--- src/rtl/idelay_lane_loader.sv ---
// Fine-delay load initiator: stages per-lane delays with ld strobes, applies them all with one set.
// Optional build macro IDELAY_LOADER_BCAST_EN: an all-ones lane index broadcasts a load to every lane.
module idelay_lane_loader #(
    parameter int         NUM_LANES     = 8,
    parameter int         LANE_W        = 3,
    parameter logic [7:0] DELAY_VALUE   = 8'h00,
    parameter int         SETTLE_CYCLES = 2
) (
    input  logic                 clk,
    input  logic                 rst_n,
    input  logic                 cmd_valid,
    output logic                 cmd_ready,
    input  logic                 cmd_apply,
    input  logic [LANE_W-1:0]    cmd_lane,
    input  logic [7:0]           cmd_delay,
    output logic [NUM_LANES-1:0] dly_ld,
    output logic [7:0]           dly_out,
    output logic                 dly_set,
    output logic                 done,
    output logic                 err_fine,
    output logic                 err_lane,
    input  logic                 err_clr,
    input  logic [LANE_W-1:0]    rd_lane,
    output logic [7:0]           rd_delay
);

    localparam logic [1:0] ST_IDLE   = 2'd0;
    localparam logic [1:0] ST_LOAD   = 2'd1;
    localparam logic [1:0] ST_SET    = 2'd2;
    localparam logic [1:0] ST_SETTLE = 2'd3;

    localparam int         SETTLE_LAST = (SETTLE_CYCLES > 0) ? SETTLE_CYCLES - 1 : 0;
    localparam logic [3:0] SETTLE_LOAD = SETTLE_LAST[3:0];

    logic [1:0]           state_q, state_d;
    logic [3:0]           cnt_q, cnt_d;
    logic                 ready_q, ready_d;
    logic [NUM_LANES-1:0] ld_q, ld_d;
    logic [7:0]           out_q, out_d;
    logic                 set_q, set_d;
    logic                 done_q, done_d;
    logic                 err_fine_q, err_fine_d;
    logic                 err_lane_q, err_lane_d;
    logic [7:0]           rd_q, rd_d;
    logic [7:0]           pending_q [NUM_LANES];
    logic [7:0]           pending_d [NUM_LANES];
    logic [7:0]           applied_q [NUM_LANES];
    logic [7:0]           applied_d [NUM_LANES];

    logic       accept;
    logic       fine_bad;
    logic [7:0] clamped;
    logic       lane_in_range;
    logic       bcast;

    assign accept        = cmd_valid & ready_q;
    assign fine_bad      = (cmd_delay[2:0] > 3'd4);
    assign clamped       = fine_bad ? {cmd_delay[7:3], 3'd4} : cmd_delay;
    assign lane_in_range = (32'(cmd_lane) < NUM_LANES);
`ifdef IDELAY_LOADER_BCAST_EN
    assign bcast         = &cmd_lane;
`else
    assign bcast         = 1'b0;
`endif

    always_comb begin
        state_d    = state_q;
        cnt_d      = cnt_q;
        ld_d       = '0;
        out_d      = 8'h00;
        set_d      = 1'b0;
        done_d     = 1'b0;
        pending_d  = pending_q;
        applied_d  = applied_q;
        // a new error in the same cycle as err_clr keeps the flag set
        err_fine_d = err_fine_q & ~err_clr;
        err_lane_d = err_lane_q & ~err_clr;

        case (state_q)
            ST_IDLE: begin
                if (accept) begin
                    if (cmd_apply) begin
                        state_d   = ST_SET;
                        set_d     = 1'b1;
                        applied_d = pending_q;
                    end else begin
                        state_d = ST_LOAD;
                        out_d   = clamped;
                        for (int i = 0; i < NUM_LANES; i++) begin
                            ld_d[i] = bcast | (lane_in_range & (cmd_lane == LANE_W'(i)));
                            if (ld_d[i]) pending_d[i] = clamped;
                        end
                        if (fine_bad) err_fine_d = 1'b1;
                        if (!bcast && !lane_in_range) err_lane_d = 1'b1;
                    end
                end
            end
            ST_LOAD: state_d = ST_IDLE;
            ST_SET: begin
                if (SETTLE_CYCLES == 0) begin
                    state_d = ST_IDLE;
                    done_d  = 1'b1;
                end else begin
                    state_d = ST_SETTLE;
                    cnt_d   = SETTLE_LOAD;
                    done_d  = (SETTLE_LOAD == 4'd0);
                end
            end
            ST_SETTLE: begin
                if (cnt_q == 4'd0) begin
                    state_d = ST_IDLE;
                end else begin
                    cnt_d  = cnt_q - 4'd1;
                    done_d = (cnt_q == 4'd1);
                end
            end
            default: state_d = ST_IDLE;
        endcase

        ready_d = (state_d == ST_IDLE);

        rd_d = 8'h00;
        for (int i = 0; i < NUM_LANES; i++) begin
            if (rd_lane == LANE_W'(i)) rd_d = applied_q[i];
        end
    end

    always_ff @(posedge clk or negedge rst_n) begin
        if (!rst_n) begin
            state_q    <= ST_IDLE;
            cnt_q      <= 4'd0;
            ready_q    <= 1'b0;
            ld_q       <= '0;
            out_q      <= 8'h00;
            set_q      <= 1'b0;
            done_q     <= 1'b0;
            err_fine_q <= 1'b0;
            err_lane_q <= 1'b0;
            rd_q       <= DELAY_VALUE;
            for (int i = 0; i < NUM_LANES; i++) begin
                pending_q[i] <= DELAY_VALUE;
                applied_q[i] <= DELAY_VALUE;
            end
        end else begin
            state_q    <= state_d;
            cnt_q      <= cnt_d;
            ready_q    <= ready_d;
            ld_q       <= ld_d;
            out_q      <= out_d;
            set_q      <= set_d;
            done_q     <= done_d;
            err_fine_q <= err_fine_d;
            err_lane_q <= err_lane_d;
            rd_q       <= rd_d;
            pending_q  <= pending_d;
            applied_q  <= applied_d;
        end
    end

    assign cmd_ready = ready_q;
    assign dly_ld    = ld_q;
    assign dly_out   = out_q;
    assign dly_set   = set_q;
    assign done      = done_q;
    assign err_fine  = err_fine_q;
    assign err_lane  = err_lane_q;
    assign rd_delay  = rd_q;

endmodule
--- config.mk ---
export PLATFORM = sky130hd
export DESIGN_NAME = idelay_lane_loader
export DESIGN_NICKNAME = d
export VERILOG_FILES = /design/src/rtl/idelay_lane_loader.sv
export SDC_FILE = /design/constraint.sdc
export NUM_CORES = 1
export LEC_CHECK = 0
export CAP_MARGIN = 20
export CORE_AREA = 2 2 134 136
export DETAILED_ROUTE_END_ITERATION = 10
export DIE_AREA = 0 0 136 138
export PLACE_DENSITY_LB_ADDON = 0.12
export RECOVER_POWER = 100
export SYNTH_ARGS = -nofsm -noshare
export SYNTH_HDL_FRONTEND = slang
export SYNTH_SLANG_ARGS = --single-unit
--- constraint.sdc ---
create_clock -name clk -period 5.2 [get_ports clk]
set_input_delay 1.04 -clock clk [delete_from_list [all_inputs] [get_ports clk]]
set_output_delay 1.04 -clock clk [all_outputs]
set_load 0.02 [all_outputs]
# Yosys cells after proc, flatten, opt, wreduce, memory -nomap -nowiden
# Index checks and enable logic that the tools add are counted.
[op_classes]
addsub = 1
magnitude_cmp = 1
eq_ne = 19
mux = 30
bitwise = 5
n_reduce_logical = 16
[ops]
columns = ["cell", "count"]
rows = [
  ["8-bit two-way mux", 14],
  ["4-bit AND reduction", 8],
  ["3-bit equality test, second input constant", 8],
  ["3-bit by 2-bit equality test with 1-bit output, second input constant", 4],
  ["1-bit two-way mux", 9],
  ["2-bit one-hot mux with 4 select lines", 1],
  ["4-bit one-hot mux with 2 select lines", 1],
  ["3-bit by 1-bit equality test with 1-bit output, second input constant", 2],
  ["3-bit zero test", 2],
  ["2-bit two-way mux", 3],
  ["2-bit equality test, second input constant", 2],
  ["4-bit by 1-bit equality test with 1-bit output, second input constant", 1],
  ["2-bit zero test", 2],
  ["4-bit zero test", 1],
  ["4-bit two-way mux", 1],
  ["4-bit by 1-bit subtractor with 4-bit output, second input constant", 1],
  ["1-bit AND", 3],
  ["3-bit > comparator, second input constant", 1],
  ["3-bit two-way mux", 1],
  ["3-bit AND reduction", 1],
  ["2-bit by 1-bit equality test with 1-bit output, second input constant", 1],
  ["2-bit != test, second input constant", 1],
  ["1-bit NOT", 2],
  ["2-bit AND reduction", 1],
  ["2-bit nonzero test", 1],
]
[word_totals]
reg_bits = 163
input_bits = 19
output_inout_bits = 29
wordCells = 98

# Longest topological paths before layout
# Gate-level depths: netlist (run 1).
[logic_depth]
ltp_word = 9
ltp_mapped = 7
depth_no_buf = 6

# Least setup slack after synthesis (run 1)
# OpenSTA, ideal clock, no wires.
[synth_timing]
path_type = "input to register"
start = "input rd_lane[1]"
end = "register rd_q[2] (netlist: rd_delay[2])"
setup_ns = 0.136
arrival_time_ns = 2.114
required_ns = 5.064
setup_slack_ns = 2.950
stages = 6
n_path_buf = 3
cell_sequence = "clkbuf_1 > clkbuf_1 > clkbuf_1 > o21ai_0 > nor3_1 > a21oi_1"
[synth_via]
elab_chain_cells = 9
elab_cells_between_ends = 16
cone_classes = "eq/ne (7); mux (8); reduce/logical (1)"
[synth_lines]
columns = ["item", "line_no", "source"]
rows = [
  ["from (decl)", "23", "input logic [LANE_W-1:0] rd_lane,"],
  ["3-bit zero test", "124", "if (rd_lane == LANE_W'(i)) rd_d = applied_q[i];"],
  ["8-bit two-way mux (7 in series)", "124", ""],
  ["8-bit two-way mux *", "124", ""],
  ["named net rd_d[2]", "44", "logic [7:0] rd_q, rd_d;"],
  ["to (signal assigned)", "154", "rd_q <= rd_d;"],
  ["to (decl)", "44", ""],
]
# Mark *: on every way through the listed nets, which the timed path passes. The rest lies on a longest branch.
# A chain may end at the register's enable or synchronous reset.

# Worst setup path after layout (run 1)
[layout_timing]
start = "input cmd_valid"
end = "register applied_q[33] (netlist name)"
[layout_via]
elab_chain_cells = 2
[layout_lines]
columns = ["item", "line_no", "source"]
rows = [
  ["from (decl)", "11", "input logic cmd_valid,"],
  ["1-bit AND", "56", "assign accept = cmd_valid & ready_q;"],
  ["3-bit AND reduction (no source line)", "--", ""],
  ["to (signal assigned)", "156", "applied_q <= applied_d;"],
  ["to (decl)", "47", "logic [7:0] applied_q [NUM_LANES];"],
]
# Every way passes these cells.

==> reports/results.tsv, run 1 <==
metric	value	unit
status	complete, but fails checks	
failing checks	max-capacitance violations, max-slew violations	
Crit path depth	4	
Routed WL per cell	18.7	um
switching power total	990	uW
slowest stage cell on the critical path	and3_1	
min cycle time layout	3.89	ns
number of diodes	0	
yosys warns	0	
Final ANT Viol Nets	0	
Worst-Skew Late Latency	0.43	ns
end of the worst register-to-register path	applied_q[33]$_DFFE_PN0P_	
post-CTS setup repair buffer count	0	
syn nets	497	
vias in the first global route	4057	
hold path endpoint	pending_q[26]$_DFFE_PN0P_	
cell family with most CP delay	buffers and inverters	
Port Buf Inserts	47	
die footprint	18800	um^2
HPWL Detailed	8780	um
Die Y	138	um
global router's overall resource usage	0.164	
crit-path max FO	28	
Yosys top cell area share	0.595	
WP buf/inv	2	
Worst Hold Class	reg2reg	
final wirelength	14200	um
Layout area overhead	17.2	%
origin of the critical flop-to-flop path	state_q[1]$_DFF_PN0_	
Final Skew	0.00734	ns
nets	543	
Primary FF master, synth	dfrtp_1	
Max Cap Viol	4	
Synth cell types	41	
worst hold path depth	1	
clock share of power	0.343	
worst path required time	5.51	ns
CTS HTree Levels	4	
switching share of total power	0.262	
Static Leak	3.82	nW
met1 WL	6730	um
DRC	0	
Post-synth ARST share	1.00	
normalized max-slew margin	-0.477	
Cell Chain, Critical Path	dlygate4sd3_1 -> and3_1 -> clkbuf_1 -> mux2_2	
CP max stage delay	1.11	ns
main area contributors after synthesis	dfrtp_1, mux2_2, mux4_2	
core box area	17500	um^2
layout cells sized above 1	0.322	
Combinational Power Share	0.180	
cell accounting for the most synthesized area	dfrtp_1	
first-pass GRT wire length	22900	um
HP Start	pending_q[26]$_DFFE_PN0P_	
Clock transition at path regs	0.06	ns
synthesized area per cell	14.4	um^2
Worst R2R Setup Slack	1.75	ns
Mapped Cells	475	
Worst setup EP type	flip-flop	
critical path class	in2reg	
final instance area	8030	um^2
Num Clock Sinks	163	
Fin. Hold Viols	0	
FMAX	257	MHz
initial antenna violation count	0	
Root Buffer	clkbuf_16	
Inserted Clock Buffers	17	
worst vdd ir	0.256	mV
Int Pwr	2.79	mW
CTS Hold Bufs	0	
DR WL met2	6920	um
io pins	48	
worst slew pin tran	2.19	ns
RSZ-0062 raised after global routing	no	
register area share after synthesis	0.595	
share of power burned in registers	0.478	
Starting Density	0.391	
setup_tns	0	ns
wire length on met3	369	um
Final Power	3.78	mW
Yosys reg bits	163	
top sig layer	met4	
P per Cell Area	471	nW/um^2
GR Overflow Total	0	
detailed-route vias per instance	5.10	
synthesized area	6850	um^2
num rows	49	
Vias	3893	
Setup Viol. Count Final	0	
critical path launch point type	input port	
die width	136	um
Initial DRC Count	157	
crit path DAT	4.20	ns
worst-case reg-to-reg path depth	4	
First-pass DRT Iterations	4	
CTS tree	built	
clk buf depth	2	
Final GP Congestion	0.724	
pins over their slew limit	113	
final core occ	0.458	
dpl cell area	7510	um^2
CTS resizes	0	
Tcrit/Tclk final	0.749	
Post-synth EDFFs	0	
largest net degree at the start of global routing	84	
## layout make-up
class | count | area, um^2
fill | 1652 | 9500
sequential | 163 | 4080
multi-input combinational | 277 | 2510
timing repair buffer | 51 | 492
clock buffer | 20 | 467
tap | 229 | 287
clock inverter | 12 | 153
inverter | 11 | 41.3
## logic make-up (layout without fill, tap and decap cells)
| kind of cell | Yosys count | count (layout) | synth area share |
|---|---|---|---|
| mux | 145 | 145 | 0.250 |
| fa+ha+maj | 3 | 3 | 0.00548 |
| buf+inv | 35 | 94 | 0.0261 |
| compound gates | 52 | 52 | 0.0460 |
| simple gates | 77 | 77 | 0.0774 |
| flops | 163 | 163 | 0.595 |
## per-layer routing
| layer | track usage | vias to the layer above |
|---|---|---|
| li1 | - | 1788 |
| met1 | 0.226 | 2039 |
| met2 | 0.255 | 46 |
| met3 | 0.0367 | 20 |
| met4 | 0.0625 | 0 |
| met5 | 0 | - |
## cells in the final DEF, fill, tap and decap left out, types with 3 or more instances in the layout
master           instances
clkbuf_8                 3
mux4_2                   8
clkinvlp_4               4
dlygate4sd3_1           34
and2_0                   4
a21boi_0                13
bufinv_16                3
mux2i_1                  9
nand3_1                 10
clkdlybuf4s50_1         11
nand2b_1                14
a21oi_1                 10
a2111oi_0                3
mux2_2                 126
clkbuf_16               17
nor2_1                   6
inv_1                   11
nor2b_1                  4
nand2_1                 14
o21ai_0                 21
clkinv_2                 3
ha_1                     3
nor3_1                   7
clkbuf_1                 3
and2_1                   4
dfrtp_1                163
## how the worst max path moves through the flow
stage / startpoint / endpoint / slack [ns]
3_5_place_dp: cmd_valid / applied_q[32]$_DFFE_PN0P_ / 1.95
4_1_cts: cmd_valid / applied_q[32]$_DFFE_PN0P_ / 2.39
2_1_floorplan: rd_lane[1] / rd_delay[2]$_DFF_PN0_ / 2.95
5_1_grt: cmd_valid / applied_q[17]$_DFFE_PN0P_ / 1.11
6_report: cmd_valid / applied_q[33]$_DFFE_PN0P_ / 1.31
3_3_place_gp: cmd_valid / applied_q[32]$_DFFE_PN0P_ / 1.94
## Yosys cell counts, types with 2 or more instances
| library cell | n |
|---|---|
| nand4b_2 | 2 |
| a2111oi_0 | 3 |
| buf_2 | 11 |
| dfrtp_1 | 163 |
| mux4_2 | 8 |
| nor3_1 | 6 |
| and2_1 | 8 |
| clkbuf_8 | 2 |
| mux2i_1 | 9 |
| nand2_1 | 14 |
| nor4b_4 | 2 |
| a21oi_1 | 10 |
| nand3_1 | 9 |
| nor2b_1 | 4 |
| clkbuf_1 | 9 |
| nand2b_1 | 14 |
| inv_1 | 11 |
| ha_1 | 3 |
| o21ai_0 | 21 |
| a21boi_0 | 13 |
| mux2_2 | 128 |
| nor2_1 | 6 |
## flip-flops by register name, summed over array words and instances, names as in the netlist, 2 cells and up
signal     count
dly_out        8
cnt_q          4
rd_delay       8
applied_q     64
dly_ld         8
pending_q     64
state_q        2
## worst reg2reg max path, cell delays in order (launching register included)
cell and delay, ns:
dfrtp_1 0.50, nor3b_2 0.24, and3_1 1.12, clkbuf_1 1.03, mux2_2 0.44
## power by group through the flow
stage | Combinational, mW | Sequential, mW | Clock, mW
3_3_place_gp | 0.685 | 1.81 | 0
5_1_grt | 0.753 | 1.86 | 1.39
2_1_floorplan | 0.513 | 1.79 | 0
6_report | 0.680 | 1.81 | 1.30
4_1_cts | 0.713 | 1.81 | 1.33
3_5_place_dp | 0.711 | 1.83 | 0
## per-stage QoR
| stage | hold slack [ns] | setup slack, ns | instances |
|---|---|---|---|
| final | 0.493 | 1.31 | 763 |
| after global routing | 0.511 | 1.11 | 763 |
| after CTS | 0.501 | 2.39 | 763 |
| after detailed placement | 0.486 | 1.95 | 731 |
| after global placement | 0.480 | 1.94 | 731 |
| after floorplan | 0.464 | 2.95 | 475 |
Power figures use the tool's default switching activity.
==> run 2, diff against run 1 <==
Clock period 5.2 ns to 4 ns, I/O delays scaled along.
==> reports/results.tsv, run 2 (synthesis gave the netlist of run 1 again) <==
metric	value	unit	change
layout cells sized above 1	0.334		was 0.322
HPWL Detailed	8790	um	was 8780 um
CTS tree	built		unchanged
CTS HTree Levels	4		unchanged
Static Leak	3.85	nW	was 3.82 nW
Worst Hold Class	reg2reg		unchanged
critical path launch point type	input port		unchanged
failing checks	max-capacitance violations, max-slew violations		unchanged
Num Clock Sinks	163		unchanged
Initial DRC Count	203		was 157
RSZ-0062 raised after global routing	no		unchanged
post-CTS setup repair buffer count	0		unchanged
Max Cap Viol	1		was 4
worst path required time	4.30	ns	was 5.51 ns
crit-path max FO	9		was 28
Worst setup EP type	flip-flop		unchanged
P per Cell Area	612	nW/um^2	was 471 nW/um^2
Setup WS post-layout	0.918	ns	was 1.31 ns
nets	545		was 543
CTS resizes	0		unchanged
CTS Hold Bufs	0		unchanged
core box area	17500	um^2	unchanged
share of power burned in registers	0.472		was 0.478
pre-CTS setup slack	1.00	ns	was 1.95 ns
First-pass DRT Iterations	5		was 4
Inserted Clock Buffers	17		unchanged
register area	4080	um^2	unchanged
slowest stage cell on the critical path	nor4b_2		was and3_1
io pins	48		unchanged
setup_tns	0	ns	unchanged
status	complete, but fails checks		unchanged
origin of the critical flop-to-flop path	state_q[1]$_DFF_PN0_		unchanged
Die Y	138	um	unchanged
crit path DAT	3.39	ns	was 4.20 ns
Vias	3946		was 3893
commonest non-fill, non-tap cell in the layout	dfrtp_1		unchanged
Root Buffer	clkbuf_16		unchanged
FMAX	325	MHz	
Int Pwr	3.67	mW	was 2.79 mW
Clock transition at path regs	0.06	ns	about the same
worst-case reg-to-reg path depth	4		unchanged
Final GP Congestion	0.749		was 0.724
CP max stage delay	1.24	ns	was 1.11 ns
crit path from	cmd_valid		unchanged
area of the multi-input gates	2540	um^2	was 2510 um^2
die footprint	18800	um^2	unchanged
worst slew pin tran	1.72	ns	was 2.19 ns
Port Buf Inserts	47		unchanged
die width	136	um	unchanged
global router's overall resource usage	0.160		was 0.164
initial antenna violation count	0		unchanged
Cell Chain, Critical Path	dlygate4sd3_1 -> nand3b_1 -> nor4b_2 -> mux2_2		was dlygate4sd3_1 -> and3_1 -> clkbuf_1 -> mux2_2
Worst-Skew Late Latency	0.42	ns	was 0.43 ns
first-pass GRT wire length	22600	um	was 22900 um
fillers	1580		was 1652
num rows	49		unchanged
Fin. Hold Viols	0		unchanged
critical path class	in2reg		unchanged
final wirelength	13900	um	was 14200 um
Final Skew	0.00905	ns	was 0.00734 ns
clock share of power	0.347		was 0.343
end of the worst register-to-register path	pending_q[27]$_DFFE_PN0P_		was applied_q[33]$_DFFE_PN0P_
DRC	0		unchanged
switching power total	1.29	mW	was 990 uW
worst vdd ir	0.308	mV	was 0.256 mV
Final ANT Viol Nets	0		unchanged
commonest non-fill, non-tap cells in the layout	dfrtp_1, mux2_2, dlygate4sd3_1		unchanged
switching share of total power	0.259		was 0.262
worst setup path endpoint	pending_q[27]$_DFFE_PN0P_		was applied_q[33]$_DFFE_PN0P_
GR Overflow Total	0		unchanged
Routed WL per cell	18.2	um	was 18.7 um
Starting Density	0.391		unchanged
Setup Viol. Count Final	0		unchanged
largest registers	applied_q: 64 flops, pending_q: 64 flops		unchanged
Combinational Power Share	0.181		was 0.180
pins over their slew limit	69		was 113
vias in the first global route	4056		was 4057
largest net degree at the start of global routing	70		was 84
Tcrit/Tclk final	0.770		
detailed-route vias per instance	5.16		was 5.10
number of diodes	0		unchanged
Worst R2R Setup Slack	1.11	ns	was 1.75 ns
Layout area overhead	18.2	%	was 17.2%
normalized max-slew margin	-0.145		was -0.477
worst hold path depth	1		unchanged
clk buf depth	2		unchanged
dpl cell area	7540	um^2	was 7510 um^2
min cycle time layout	3.08	ns	
final instance area	8100	um^2	was 8030 um^2
==> run 2: changes by cell type in the layout (fill, tap and decap cells not counted), moves of 2 or more <==
| cell | delta |
|---|---|
| mux2_2 | +2 |
| mux2_1 | -2 |
| clkinvlp_4 | -2 |
| clkbuf_8 | -2 |
| buf_4 | +3 |
| clkinv_4 | +2 |
| nor4b_2 | +2 |
==> run 2: worst max-delay path: cells and delay by family <==
family | cells | cell delay (ns)
AND/OR/NAND/NOR | 2 | 1.56
multiplexers | 1 | 0.43
buffers and inverters | 1 | 0.58
==> run 2: power groups by stage <==
stage	clock, mW	sequential (mW)	combinational, mW
after global placement	0	2.35	0.901
after floorplan	0	2.32	0.667
final	1.72	2.34	0.896
after CTS	1.76	2.34	0.936
after detailed placement	0	2.37	0.934
after global routing	1.84	2.40	0.993
==> run 2: worst min-delay path by stage <==
stage | start | endpoint | slack (ns)
after floorplan | cnt_q[3]$_DFFE_PN0P_ | done$_DFF_PN0_ | 0.46
after global placement | pending_q[53]$_DFFE_PN0P_ | applied_q[53]$_DFFE_PN0P_ | 0.48
after detailed placement | pending_q[55]$_DFFE_PN0P_ | applied_q[55]$_DFFE_PN0P_ | 0.49
after CTS | rst_n | done$_DFF_PN0_ | 0.39
after global routing | pending_q[51]$_DFFE_PN0P_ | applied_q[51]$_DFFE_PN0P_ | 0.51
final | err_lane$_DFF_PN0_ | err_lane$_DFF_PN0_ | 0.50
==> run 2: cell type report <==
cell class / instances / area share
Clock buffer: 20 / 0.0552
Sequential cell: 163 / 0.504
Tap cell: 229 / 0.0354
Multi-Input combinational cell: 277 / 0.313
Timing Repair Buffer: 53 / 0.0650
Inverter: 11 / 0.00510
Clock inverter: 12 / 0.0222
==> run 2: metrics by stage <==
stage	power, mW	cells	utilization	hold slack, ns
floorplan	2.99	475	-	0.464
global placement	3.26	733	0.430	0.482
detailed placement	3.31	733	0.430	0.486
CTS	5.04	765	0.466	0.390
global route	5.24	765	0.462	0.514
finish	4.96	765	0.462	0.497
==> run 2: per-layer routing <==
metal | vias to the layer above | global-route usage | share of wire
li1 | 1788 | - | -
met1 | 2089 | 0.226 | 0.48
met5 | - | 0 | 0
met3 | 11 | 0.0414 | 0.032
met4 | 0 | 0.0444 | 0.0095
met2 | 58 | 0.244 | 0.48
==> run 3, diff against run 2 <==
Clock period 4 ns to 3.1 ns, I/O delays scaled along.
==> reports/results.tsv, run 3 (synthesis gave the netlist of run 1 again) <==
metric	value	unit	change
Die Y	138	um	unchanged
P per Cell Area	762	nW/um^2	was 612 nW/um^2
crit path DAT	2.88	ns	was 3.39 ns
worst slew pin tran	1.46	ns	was 1.72 ns
final instance area	8080	um^2	was 8100 um^2
Initial DRC Count	205		was 203
HPWL Detailed	8930	um	was 8790 um
Fin. Hold Viols	0		unchanged
CTS HTree Levels	4		unchanged
commonest non-fill, non-tap cells in the layout	dfrtp_1, mux2_2, dlygate4sd3_1		unchanged
Final Skew	0.0101	ns	was 0.00905 ns
pins over their slew limit	0		was 69
worst-case reg-to-reg path depth	5		was 4
Worst setup EP type	flip-flop		unchanged
Static Leak	3.88	nW	was 3.85 nW
slowest stage cell on the critical path	clkbuf_1		was nor4b_2
final core occ	0.461		was 0.462
Clock transition at path regs	0.06	ns	about the same
fillers	1654		was 1580
clock share of power	0.321		was 0.347
WHS	0.500	ns	was 0.497 ns
final wirelength	14000	um	was 13900 um
die footprint	18800	um^2	unchanged
setup_tns	0	ns	unchanged
Crit path depth	4		unchanged
Cell Chain, Critical Path	dlygate4sd3_1 -> nor4b_1 -> clkbuf_1 -> mux2_2		was dlygate4sd3_1 -> nand3b_1 -> nor4b_2 -> mux2_2
Int Pwr	4.54	mW	was 3.67 mW
worst vdd ir	0.389	mV	was 0.308 mV
num rows	49		unchanged
CTS Hold Bufs	0		unchanged
WP buf/inv	2		was 1
first-pass GRT wire length	22400	um	was 22600 um
Port Buf Inserts	47		unchanged
cell family with most CP delay	buffers and inverters		was simple AND/OR/NAND/NOR gates
worst path required time	3.40	ns	was 4.30 ns
Max Cap Viol	0		was 1
hold path endpoint	pending_q[36]$_DFFE_PN0P_		was err_lane$_DFF_PN0_
share of power burned in registers	0.492		was 0.472
Vias	3950		was 3946
DRC	0		unchanged
normalized max-slew margin	0.0265		was -0.145
Layout area overhead	18.0	%	was 18.2%
initial antenna violation count	0		unchanged
core box area	17500	um^2	unchanged
largest net degree at the start of global routing	73		was 70
RSZ-0062 raised after global routing	no		unchanged
area of the multi-input gates	2550	um^2	was 2540 um^2
critical path launch point type	input port		unchanged
number of diodes	0		unchanged
register area	4080	um^2	unchanged
Final Power	6.16	mW	was 4.96 mW
vias in the first global route	3942		was 4056
Setup Viol. Count Final	0		unchanged
Starting Density	0.391		unchanged
Root Buffer	clkbuf_16		unchanged
end of the worst register-to-register path	pending_q[30]$_DFFE_PN0P_		was pending_q[27]$_DFFE_PN0P_
First-pass DRT Iterations	4		was 5
global router's overall resource usage	0.159		was 0.160
Inserted Clock Buffers	17		unchanged
origin of the critical flop-to-flop path	state_q[1]$_DFF_PN0_		unchanged
commonest non-fill, non-tap cell in the layout	dfrtp_1		unchanged
largest registers	applied_q: 64 flops, pending_q: 64 flops		unchanged
min cycle time layout	2.58	ns	
Worst R2R Setup Slack	0.54	ns	was 1.11 ns
switching power total	1.62	mW	was 1.29 mW
nets	553		was 545
CTS resizes	0		unchanged
crit-path max FO	9		unchanged
switching share of total power	0.263		was 0.259
die width	136	um	unchanged
FMAX	388	MHz	
critical path class	in2reg		unchanged
worst hold path depth	1		unchanged
Tcrit/Tclk final	0.832		
layout cells sized above 1	0.335		was 0.334
clk buf depth	2		unchanged
Routed WL per cell	18.2	um	about the same
HP Start	pending_q[36]$_DFFE_PN0P_		was err_lane$_DFF_PN0_
Worst Hold Class	reg2reg		unchanged
Final GP Congestion	0.741		was 0.749
status	finished, final reports clean		was complete, but fails checks
Num Clock Sinks	163		unchanged
Worst-Skew Late Latency	0.42	ns	about the same
detailed-route vias per instance	5.11		was 5.16
CP max stage delay	0.74	ns	was 1.24 ns
dpl cell area	7610	um^2	was 7540 um^2
Final ANT Viol Nets	0		unchanged
io pins	48		unchanged
Combinational Power Share	0.187		was 0.181
CTS tree	built		unchanged
GR Overflow Total	0		unchanged
post-CTS setup repair buffer count	0		unchanged
-- run 3: changes by cell type in the layout (fill, tap and decap cells not counted), moves of 2 or more --
cell | previous run | this run
bufinv_16 | 4 | 1
nand4b_2 | 0 | 2
clkbuf_8 | 1 | 3
nand4b_1 | 2 | 0
nor4b_2 | 2 | 0
clkbuf_1 | 3 | 11
-- run 3: layout make-up --
type                       instances  share of cell area
tap                              229              0.0354
multi-input combinational        277               0.316
clock buffer                      25              0.0601
timing repair buffer              61              0.0700
inverter                          11             0.00511
sequential                       163               0.505
clock inverter                     7             0.00913
-- run 3: routing by layer --
| metal | vias to the layer above | global-route usage | wire length [um] |
|---|---|---|---|
| li1 | 1806 | - | - |
| met1 | 2084 | 0.217 | 6640 |
| met2 | 50 | 0.252 | 6890 |
| met3 | 10 | 0.0348 | 338 |
| met4 | 0 | 0.0548 | 164 |
| met5 | - | 0 | 0 |
-- run 3: power groups by stage --
stage	logic, mW	registers [mW]	clock network (mW)
after floorplan	0.860	3.00	0
after CTS	1.20	3.04	2.04
after global placement	1.16	3.06	0
after detailed placement	1.20	3.07	0
final	1.15	3.03	1.98
after global routing	1.26	3.11	2.13
-- run 3: worst reg2reg max path: cells and delay by family, from the launching register on --
kind	cells	cell delay, ns
multiplexers	1	0.42
flip-flops	1	0.49
buffers and inverters	1	0.74
AND/OR/NAND/NOR	3	0.79
-- run 3: stage by stage --
stage,instances,setup WS [ns]
floorplan,475,1.19
global placement,741,0.399
detailed placement,741,0.360
CTS,773,0.801
global route,773,0.409
finish,773,0.520
-- run 3: how the worst max path moves through the flow --
stage,startpoint,endpoint
after floorplan,cmd_ready$_DFF_PN0_,pending_q[43]$_DFFE_PN0P_
after global placement,cmd_lane[1],pending_q[11]$_DFFE_PN0P_
after detailed placement,cmd_lane[2],pending_q[11]$_DFFE_PN0P_
after CTS,cmd_lane[2],pending_q[11]$_DFFE_PN0P_
after global routing,state_q[1]$_DFF_PN0_,pending_q[31]$_DFFE_PN0P_
final,cmd_lane[0],pending_q[30]$_DFFE_PN0P_
